--- src/rtl/row_scan_controller.sv ---
// Row scan sequencer for the 8-row LED board: fetches each row's cell data over a
// req/ack handshake, lights the row for PRESCALE cycles, then blanks before the next row.
module row_scan_controller #(
    parameter int N_ROWS   = 8,
    parameter int PRESCALE = 1000,
    parameter int BLANK    = 4,
    localparam int ROW_BITS = (N_ROWS > 1) ? $clog2(N_ROWS) : 1
) (
    input  logic                clk,
    input  logic                rst,
    input  logic                ena,
    input  logic                fetch_ack,
    output logic                fetch_req,
    output logic [ROW_BITS-1:0] fetch_row,
    output logic                row_ena,
    output logic [ROW_BITS-1:0] row_sel,
    output logic                frame_done,
    output logic                busy
);

    localparam int CNT_MAX  = (PRESCALE > BLANK) ? PRESCALE : BLANK;
    localparam int CNT_BITS = $clog2(CNT_MAX + 1);

    localparam logic [CNT_BITS-1:0] ON_LAST    = CNT_BITS'(PRESCALE - 1);
    localparam logic [CNT_BITS-1:0] BLANK_LAST = CNT_BITS'(BLANK - 1);
    localparam logic [ROW_BITS-1:0] ROW_LAST   = ROW_BITS'(N_ROWS - 1);

    typedef enum logic [1:0] {
        ST_IDLE,
        ST_FETCH,
        ST_ON,
        ST_BLANK
    } state_t;

    state_t              state_q, state_d;
    logic [ROW_BITS-1:0] row_q, row_d;
    logic [ROW_BITS-1:0] sel_q, sel_d;
    logic [CNT_BITS-1:0] cnt_q, cnt_d;
    logic                frame_done_q, frame_done_d;

    always_ff @(posedge clk or posedge rst) begin
        if (rst) begin
            state_q      <= ST_IDLE;
            row_q        <= '0;
            sel_q        <= '0;
            cnt_q        <= '0;
            frame_done_q <= 1'b0;
        end else begin
            state_q      <= state_d;
            row_q        <= row_d;
            sel_q        <= sel_d;
            cnt_q        <= cnt_d;
            frame_done_q <= frame_done_d;
        end
    end

    // ena only matters in IDLE and at the BLANK exit, so a started row always runs to completion.
    always_comb begin
        state_d      = state_q;
        row_d        = row_q;
        sel_d        = sel_q;
        cnt_d        = cnt_q;
        frame_done_d = 1'b0;

        case (state_q)
            ST_IDLE: begin
                if (ena) begin
                    state_d = ST_FETCH;
                    cnt_d   = '0;
                end
            end
            ST_FETCH: begin
                if (fetch_ack) begin
                    state_d = ST_ON;
                    sel_d   = row_q;
                    cnt_d   = '0;
                end
            end
            ST_ON: begin
                if (cnt_q == ON_LAST) begin
                    state_d = ST_BLANK;
                    cnt_d   = '0;
                end else begin
                    cnt_d = cnt_q + CNT_BITS'(1);
                end
            end
            ST_BLANK: begin
                if (cnt_q == BLANK_LAST) begin
                    row_d        = (row_q == ROW_LAST) ? '0 : row_q + ROW_BITS'(1);
                    frame_done_d = (row_q == ROW_LAST);
                    state_d      = ena ? ST_FETCH : ST_IDLE;
                    cnt_d        = '0;
                end else begin
                    cnt_d = cnt_q + CNT_BITS'(1);
                end
            end
            default: begin
                state_d = ST_IDLE;
                cnt_d   = '0;
            end
        endcase
    end

    // Outputs decode straight from state so an async reset blanks the decoder immediately.
    assign fetch_req  = (state_q == ST_FETCH);
    assign fetch_row  = row_q;
    assign row_ena    = (state_q == ST_ON);
    assign row_sel    = sel_q;
    assign frame_done = frame_done_q;
    assign busy       = (state_q != ST_IDLE);

endmodule

--- config.mk ---
export PLATFORM = sky130hd
export DESIGN_NAME = row_scan_controller
export DESIGN_NICKNAME = d
export VERILOG_FILES = /design/src/rtl/row_scan_controller.sv
export SDC_FILE = /design/constraint.sdc
export NUM_CORES = 1
export LEC_CHECK = 0
export CORE_MARGIN = 1
export CORE_UTILIZATION = 40
export DETAILED_ROUTE_END_ITERATION = 6
export SETUP_SLACK_MARGIN = 0.1
export SLEW_MARGIN = 40
export SYNTH_ARGS = -nofsm -noshare
export SYNTH_HDL_FRONTEND = slang
export SYNTH_SLANG_ARGS = --single-unit
export TNS_END_PERCENT = 100
--- constraint.sdc ---
create_clock -name clk -period 2.4 [get_ports clk]
set_clock_uncertainty 0.2 [all_clocks]
set_input_delay 0.48 -clock clk [delete_from_list [all_inputs] [get_ports clk]]
set_output_delay 0.48 -clock clk [all_outputs]
set_load 0.01 [all_outputs]
==> reports/metrics.yaml <==
outcome:
  run_status: "finished clean"
cts:
  cts-root-buf: "clkbuf_4"
  cts_buffers: 3
  cts_tree: "built"
  clock_path_buffers: 2
  cts_sinks: 19
  insertion_delay_ps: 300
  cts_max_level: 1
  path_clk_slew_ps: 110
final_layout:
  diodes: 0
  area_delta_synth_final_pct: 26.9
  finalNetCount: 141
  drive_above_1_share: 0.234
  fillers: 232
  utilization: 0.541
  multi_input_comb_area_um2: 583
  register_area_um2: 477
logic_synthesis:
  synthArstFlopShare: 1.00
  synth_cell_types: 32
  dominantRegCellSynth: "dfrtp_1"
  ys_seq_area_frac: 0.450
  synth_cells: 106
  ys.warnings.count: 0
  synth_edf_count: 0
  synth_top_area_cell: "dfrtp_1"
  netlist_area_um2: 1060
  ys_seq_elements: 19
  syn_avg_cell_area_um2: 9.96
  synthesis.nets: 118
  synthTopCellsByArea: "dfrtp_1, ha_1, mux2_2"
  netlist.area_leader.share: 0.450
die:
  fp.dieArea_um2: 2850
  boundaryPins: 14
  start_util: 0.426
  rows: 18
  core_um2: 2480
  die_h_um: 53.4
  die_x_um: 53.4
routing:
  wl_per_cell_um: 14.1
  initialDrtViolationCount: 12
  routed_via_density: 5.61
  drtPass1Iterations: 4
  drt_wl_total_um: 2230
  vias: 886
  drtAntennaViolNets: 0
  drc: 0
worst_setup_path:
  critPathKind: "reg2out"
  cp_data_required_time_ps: 1720
  start_kind: "flop"
  path_max_fanout: 4
  arrival_ps: 1540
  end_kind: "output port"
pwr:
  peakVddDrop_mv: 0.586
  p_total_w: 0.00124
  cellPowerDensity_nw_per_um2: 929
  leakage_nw: 0.577
timing:
  period_needed_ps: 2220
  finalCritPeriodShare: 0.925
  worst_pin_slew_ps: 404
  hold_viol_final: 0
  max_slew_margin: 0.728
  rsz0062_at_grt: "yes"
  tns_ps: 0
  finalMaxSlewViolations: 0
  fmax_ghz: 0.451
  setup_viol: 0
global_routing:
  antenna_found_initial: 0
  grt_max_degree: 20
  grtUsageTotal: 0.184
  grt_first_pass_wirelength_um: 3640
  grt_pass1_vias: 806
  overflow: 0
hold_path:
  hp-class: "in2async"
placement:
  place.port_buffers: 13
  place_congestion: 0.834
  place_hpwl_um: 1690
job:
  drv_cap: 0
per-stage QoR:
step	setup WS [ps]	std cells	cell area, µm²	hold WS, ps
5_1_grt	86.3	158	1340	329
6_report	181	158	1340	283
2_1_floorplan	160	106	1090	231
4_1_cts	128	157	1320	292
3_3_place_gp	-97.2	153	1290	290
3_5_place_dp	-136	153	1290	301
layout make-up:
cell class                 count  share of cell area
multi-input combinational     77               0.435
sequential                    19               0.356
timing repair buffer          21               0.141
tap                           30              0.0280
inverter                       7              0.0196
clock buffer                   3              0.0168
clock inverter                 1             0.00373
sequential cells by signal (all words and copies together), names as in the netlist:
name and count:
fetch_row 3, row_sel 3, state_q 2, frame_done 1, cnt_q 10
timing repair:
action,in CTS,in global routing
buffers inserted,0,1
endpoints found under the setup margin,3,6
resized for setup,2,2
hold buffers,0,0
final timing paths:
| path | cells after the start | slack [ps] | startpoint | end |
|---|---|---|---|---|
| max | 4 | 180 | state_q[0] | busy |
| min | 3 | 280 | rst | cnt_q[9] |
| max reg2reg | 5 | 200 | cnt_q[0] | state_q[1] |
| min reg2reg | 1 | 320 | row_sel[1] | row_sel[1] |
| max in group asynchronous | 3 | 1490 | rst | state_q[0] |
| min in group clk | 1 | 320 | row_sel[1] | row_sel[1] |
power breakdown:
group,switching (W),leakage [nW],internal [W]
logic,0.000319,0.303,0.000318
clock network,0.000101,0.0177,0.0000622
registers,0.0000657,0.257,0.000379
total,0.000486,0.577,0.000759
metal layers:
| metal | routed length [µm] | share of wire | up-vias | track usage |
|---|---|---|---|---|
| met5 | 0 | 0 | - | 0 |
| met4 | 20 | 0.0090 | 0 | 0.0526 |
| met3 | 74 | 0.033 | 2 | 0.0603 |
| met2 | 1060 | 0.47 | 14 | 0.290 |
| met1 | 1080 | 0.48 | 439 | 0.239 |
| li1 | - | - | 431 | - |
worst max-delay path: stages (launching register included):
cell,delay [ps]
dfrtp_2,440
inv_2,80
ha_4,160
inv_1,40
clkdlybuf4s50_1,520
cells in the mapped netlist, types with 4 or more instances:
library cell,number
o211ai_1,4
nand2_1,10
a21oi_1,4
o21ai_0,8
inv_1,7
nor4_1,5
mux2_2,6
nor2_1,5
ha_1,8
dfrtp_1,19
cell families (layout without fill, tap and decap cells):
| logic type | Yosys count | count (layout) | share of synthesized area |
|---|---|---|---|
| AND/OR/NAND/NOR | 39 | 39 | 0.205 |
| AO/OA/AOI/OAI | 23 | 23 | 0.140 |
| XOR/XNOR | 1 | 1 | 0.00830 |
| buffers and inverters | 10 | 32 | 0.0379 |
| flip-flops | 19 | 19 | 0.450 |
| multiplexers | 6 | 6 | 0.0640 |
| adder cells (fa/ha/maj) | 8 | 8 | 0.0948 |
placed cells by master (no fill, tap or decap), drive strengths merged:
cell type,netlist,routed
ha,8,8
inv,7,7
or2,1,1
nand4,3,3
nand3,3,3
or4,1,1
o311ai,1,1
o21ai,8,8
or4b,1,1
o41a,1,1
buf,1,8
a21o,1,1
a21oi,4,4
clkbuf,2,3
nor2b,3,3
clkdlybuf4s50,0,12
nand2,11,11
o211ai,4,4
mux2,6,6
dlygate4sd2,0,1
nor2,5,5
o31ai,1,1
a31oi,1,1
dfrtp,19,19
nor4,5,5
a2bb2oi,1,1
xnor2,1,1
a211oi,1,1
or3,3,3
clkinv,0,1
nor3,3,3
Power figures use the tool's default switching activity.
